$ cat config.mk
export PLATFORM = sky130hd
export DESIGN_NAME = clkdiv_seq
export DESIGN_NICKNAME = d
export VERILOG_FILES = /design/src/rtl/clkdiv_seq.sv
export SDC_FILE = /design/constraint.sdc
export NUM_CORES = 1
export LEC_CHECK = 0
export CELL_PAD_IN_SITES_DETAIL_PLACEMENT = 0
export CELL_PAD_IN_SITES_GLOBAL_PLACEMENT = 1
export CORE_MARGIN = 5
export CORE_UTILIZATION = 41
export DETAILED_ROUTE_END_ITERATION = 7
export PLACE_DENSITY_LB_ADDON = 0.1
export SETUP_SLACK_MARGIN = 0.02
export SYNTH_ARGS = -nofsm -noshare
export SYNTH_HDL_FRONTEND = slang
export SYNTH_SLANG_ARGS = --single-unit
$ cat constraint.sdc
create_clock -name clk -period 1.9 [get_ports clk]
set_clock_uncertainty 0.2 [all_clocks]
set_input_delay 0.19 -clock clk [delete_from_list [all_inputs] [get_ports clk]]
set_output_delay 0.19 -clock clk [all_outputs]
set_load 0.05 [all_outputs]
$ cat src/rtl/clkdiv_seq.sv
// clkdiv_seq: steps a programmable clock divider through a small table of
// {divisor, dwell} entries. Each entry stays active for dwell+1 divider
// periods; the sequence either stops after entry 'len' or wraps to entry 0.
// All div/idx/cnt updates are aligned to the divider's period pulse so the
// divider only ever sees a new divisor at a period boundary.
module clkdiv_seq #(
    parameter int n = 4,
    parameter int m = 8
) (
    input  logic         clk,
    input  logic         rst_n,
    input  logic         wr_en,
    input  logic [1:0]   wr_addr,
    input  logic [n-1:0] wr_div,
    input  logic [m-1:0] wr_dwell,
    input  logic [1:0]   len,
    input  logic         loop,
    input  logic         start,
    input  logic         stop,
    input  logic         period,
    output logic [n-1:0] div,
    output logic [1:0]   idx,
    output logic         busy,
    output logic         done
);

    localparam logic [1:0] IDLE = 2'd0;
    localparam logic [1:0] ARM  = 2'd1;
    localparam logic [1:0] RUN  = 2'd2;

    logic [n-1:0] tbl_div_r   [4];
    logic [m-1:0] tbl_dwell_r [4];

    logic [1:0]   state_r;
    logic [n-1:0] div_r;
    logic [1:0]   idx_r;
    logic [m-1:0] cnt_r;
    logic         busy_r;
    logic         done_r;

    logic [1:0]   state_s;
    logic [n-1:0] div_s;
    logic [1:0]   idx_s;
    logic [m-1:0] cnt_s;
    logic         busy_s;
    logic         done_s;
    logic [1:0]   nxt_idx_s;

    // Table storage: cleared by reset, written on any edge with wr_en high.
    always_ff @(posedge clk) begin
        if (!rst_n) begin
            for (int i = 0; i < 4; i++) begin
                tbl_div_r[i]   <= {n{1'b0}};
                tbl_dwell_r[i] <= {m{1'b0}};
            end
        end else if (wr_en) begin
            tbl_div_r[wr_addr]   <= wr_div;
            tbl_dwell_r[wr_addr] <= wr_dwell;
        end
    end

    // Sequencer next-state: stop dominates; div/idx/cnt move only on period.
    always_comb begin
        state_s   = state_r;
        div_s     = div_r;
        idx_s     = idx_r;
        cnt_s     = cnt_r;
        done_s    = 1'b0;
        nxt_idx_s = 2'd0;
        if (stop) begin
            state_s = IDLE;
        end else begin
            case (state_r)
                IDLE: begin
                    if (start) begin
                        state_s = ARM;
                    end else begin
                        state_s = IDLE;
                    end
                end
                ARM: begin
                    if (period) begin
                        div_s   = tbl_div_r[2'd0];
                        idx_s   = 2'd0;
                        cnt_s   = tbl_dwell_r[2'd0];
                        state_s = RUN;
                    end else begin
                        state_s = ARM;
                    end
                end
                RUN: begin
                    if (!period) begin
                        state_s = RUN;
                    end else if (cnt_r != {m{1'b0}}) begin
                        cnt_s = cnt_r - {{(m-1){1'b0}}, 1'b1};
                    end else if ((idx_r != len) || loop) begin
                        // Either advance to the next entry or wrap to entry 0.
                        if (idx_r != len) begin
                            nxt_idx_s = idx_r + 2'd1;
                        end else begin
                            nxt_idx_s = 2'd0;
                        end
                        div_s = tbl_div_r[nxt_idx_s];
                        idx_s = nxt_idx_s;
                        cnt_s = tbl_dwell_r[nxt_idx_s];
                    end else begin
                        state_s = IDLE;
                        done_s  = 1'b1;
                    end
                end
                default: begin
                    state_s = IDLE;
                end
            endcase
        end
        busy_s = (state_s == ARM) || (state_s == RUN);
    end

    // Sequencer registers, including the registered busy/done outputs.
    always_ff @(posedge clk) begin
        if (!rst_n) begin
            state_r <= IDLE;
            div_r   <= {n{1'b0}};
            idx_r   <= 2'd0;
            cnt_r   <= {m{1'b0}};
            busy_r  <= 1'b0;
            done_r  <= 1'b0;
        end else begin
            state_r <= state_s;
            div_r   <= div_s;
            idx_r   <= idx_s;
            cnt_r   <= cnt_s;
            busy_r  <= busy_s;
            done_r  <= done_s;
        end
    end

    assign div  = div_r;
    assign idx  = idx_r;
    assign busy = busy_r;
    assign done = done_r;

endmodule

==> qor.txt <==
Pin count of the biggest net entering global routing: 24
Routed len/inst: 16.4 µm
FF-to-FF End: div[0]
Clock Latency Late Sink: 0.34 ns
Cell Int Power: 2.75 mW
Fin. max-slew vios: 0
Vias per inst: 5.27
Die Ht: 102 µm
Core Area: 8180 µm²
Hold Crit Class: reg2reg
Power Dens Cells: 747 nW/µm²
Register area: 1820 µm²
Reg power frac: 46.5%
Number of library cell types mapped by synthesis: 50
Antenna-violating nets left: 0
Clock power share: 40.0%
Lkg Pwr: 1.89 nW
Met3 WL post-DR: 400 µm
Critical path type: reg2reg
Peak supply drop: 0.489 mV
CTS sink cnt: 66
Port bufs: 30
Initial antenna violation count: 0
Ranking of synthesized cells by area: edfxtp_1 (42%), dfxtp_1 (10%), and2_1 (7.1%), nand2_1 (2.4%), and3_1 (2.4%)
CTS buffer count: 9
Worst Reg-to-Reg Cells: 7
CTS max path bufs: 2
I/O pin count: 31
Seq/Total Area, Yosys: 52.4%
Vias in the first global route: 2909
Die width: 102 µm
Worst Tran Pin Value: 0.490 ns
WP data arrival: 1.97 ns
Tcrit/Tclk final: 102%
Drt initial violations: 140
DR top layer: met4
Hold Path Stages: 2
Area Growth Syn to Fin: 40.2%
Sw power: 855 µW
Post-synthesis mux area share: 2.15%
Crit Path Max Fanout: 4
Syn. warnings: 0
First drt pass iteration count: 4
Setup TNS: -0.219 ns
Hold Crit Start: div[1]
Yosys top cell area share: 41.9%
Crit path setup slack, layout: -0.0407 ns
CTS tree: done
Max-slew headroom: 67.2%
Worst R2R Setup Slack: -0.04 ns
Compound-Gate Fraction of Synth Area: 15.5%
Pre-CTS setup slack: -0.316 ns
Slowest-stage cell, CP: o32ai_4
Clock transition at the registers of the reported paths: 0.08 ns
DP HPWL: 6.47 mm
Root buf cell: clkbuf_8
Synth Register Bits: 66
Crit-path cells: inv_2, ha_4, nor3b_4, nand2_2, o32ai_4, buf_4, o32ai_4
CP endpoint kind: flop
Share of cells above drive strength 1: 32.8%
Post-synthesis simple-gate area fraction: 23.0%
Dpl cell area: 4430 µm²
H-Tree Level Count: 3
N_diodes: 0
Post-Place Cells: 515
GP Congestion: 0.815
Gr usage total: 18.6%
Outcome: finished, violations left
Fill cells: 684
WL met2: 4.09 mm
Largest family of logic cells by synthesized area: simple AND/OR/NAND/NOR gates
Row cnt: 33
Via count: 2819
Switching Share: 23.7%
Post-Synth Adder-Cell Area: 2.18%
CP required: 1.93 ns
DRC viols: 0
Final net count: 455
Metal-1 WL: 4.16 mm
MaxCap Viol Count: 0
Combinational fraction of design power: 13.4%
EDFF count, synth: 48
Avg Inst Size Synth: 10.4 µm²
WHS Endpoint: div[1]
Syn nets: 359
Final setup violation count: 10
Async SR Flop Fraction: 0%
Final min period: 1.94 ns
Total Power: 3.60 mW
Most used cell, CP: o32ai_4
Cells after Synth: 330
Max incr delay on CP: 0.44 ns
Worst r2r src: cnt_r[1]
Initial core utilization: 42.1%
Total grt overflow: 0
Synthesized area: 3440 µm²
Die area: 10300 µm²
Startpoint Class: flop
Post-Layout Inst Area: 4820 µm²
Final hold violation count: 0
Failing checks: negative setup slack
Finished Layout Cells: 535
RSZ-0062 raised after global routing: yes
DRT Wirelength: 8.76 mm
Main synth FF type: edfxtp_1
Post-Synth XOR/XNOR Area: 0.764%
Top cell type by total area after synthesis: edfxtp_1
Multi-input gate area: 1680 µm²
FMAX: 515 MHz
First-pass GRT wire length: 14.6 mm
## repair_timing
action | in CTS | in global routing
pin swaps | 5 | 5
hold buffers | 0 | 0
endpoints found under the hold margin | 0 | 0
buffers inserted | 3 | 2
setup endpoints to repair | 15 | 15
gates resized for setup | 20 | 13
## state kept, by name, indices dropped and copies added (netlist names)
signal / flops
tbl_dwell_r: 32
tbl_div_r: 16
cnt_r: 8
div: 4
idx: 2
state_r: 2
busy: 1
done: 1
## layout by cell type, fill, tap and decap left out, types with 3 or more instances in the layout
cell / Yosys / layout
buf_4: 1 / 72
edfxtp_1: 48 / 48
and2_1: 39 / 39
clkdlybuf4s50_1: 0 / 24
nand2_1: 22 / 22
nor2_1: 15 / 14
inv_1: 15 / 13
and3_1: 13 / 13
o21ai_0: 14 / 12
a21oi_1: 15 / 12
nor3_1: 11 / 10
dfxtp_1: 18 / 10
clkbuf_8: 0 / 9
o22ai_1: 10 / 8
nand3_1: 7 / 6
nand3b_1: 6 / 6
dfxtp_2: 0 / 6
nor2b_1: 6 / 5
a31oi_1: 5 / 5
nand2b_1: 4 / 4
o21ai_1: 2 / 4
mux2i_1: 4 / 4
ha_1: 6 / 4
buf_12: 0 / 4
a221oi_2: 0 / 3
a221oi_1: 6 / 3
or4_4: 0 / 3
o32ai_2: 0 / 3
mux2_2: 3 / 3
o211ai_1: 3 / 3
a21oi_2: 0 / 3
bufinv_16: 0 / 3
## cells in the mapped netlist, types with 3 or more instances
| cell type | instances |
|---|---|
| buf_2 | 4 |
| mux2i_1 | 4 |
| nor2_1 | 15 |
| a31oi_1 | 5 |
| and3_1 | 13 |
| nor3_1 | 11 |
| nand3b_1 | 6 |
| ha_1 | 6 |
| nor2b_1 | 6 |
| o211ai_1 | 3 |
| a211oi_1 | 3 |
| edfxtp_1 | 48 |
| o21ai_0 | 14 |
| clkbuf_1 | 13 |
| dfxtp_1 | 18 |
| a21oi_1 | 15 |
| or4_1 | 3 |
| o32ai_1 | 5 |
| nand2_1 | 22 |
| and2_1 | 39 |
| nand2b_1 | 4 |
| o22ai_1 | 10 |
| nand3_1 | 7 |
| a221oi_1 | 6 |
| inv_1 | 15 |
| mux2_2 | 3 |
## power groups by stage
stage | sequential, mW | combinational, mW | clock [mW]
2_1_floorplan | 1.70 | 0.207 | 0
3_3_place_gp | 1.71 | 0.446 | 0
3_5_place_dp | 1.71 | 0.448 | 0
4_1_cts | 1.68 | 0.463 | 1.47
5_1_grt | 1.68 | 0.529 | 1.54
6_report | 1.68 | 0.485 | 1.44
## critical path, delay by kind of cell, from the launching register on
kind | cells | cell delay, ns
simple gates | 2 | 0.34
flops | 1 | 0.33
buf+inv | 2 | 0.31
compound gates | 2 | 0.51
fa+ha+maj | 1 | 0.13
## layer usage
layer | global-route usage (%) | vias to the layer above
met5 | 0 | -
met4 | 6.54 | 0
met3 | 3.44 | 12
met2 | 29.5 | 65
met1 | 25.4 | 1329
li1 | - | 1413
## metrics by stage
stage,hold WS (ns),utilization [%]
finish,0.294,59.0
CTS,0.299,58.1
global placement,0.280,54.2
floorplan,0.182,-
detailed placement,0.290,54.2
global route,0.316,59.0
## worst max-delay path by stage
stage | to | from | depth (start not counted) | slack (ns)
2_1_floorplan | idx[0] | cnt_r[1] | 7 | -0.04
3_3_place_gp | cnt_r[7] | len[1] | 9 | -0.31
3_5_place_dp | cnt_r[0] | len[0] | 7 | -0.32
4_1_cts | div[0] | cnt_r[1] | 7 | -0.03
5_1_grt | div[2] | cnt_r[1] | 7 | -0.19
6_report | div[0] | cnt_r[1] | 7 | -0.04
## cells by family (layout without fill, tap and decap cells)
group	Yosys count	in the layout
compound gates	77	77
xor+xnor	3	3
fa+ha+maj	6	6
buf+inv	34	134
flops	66	66
mux	7	7
simple gates	137	137
## layout make-up
| cell class | instances | share of cell area [%] |
|---|---|---|
| clock buffers | 9 | 2.57 |
| clock inverters | 6 | 2.39 |
| inverters | 16 | 1.35 |
| multi-input cells | 230 | 34.9 |
| flip-flops and latches | 66 | 37.7 |
| well taps | 105 | 2.72 |
| repair buffers | 103 | 18.4 |
No activity file was read; power rests on OpenSTA's default activity.
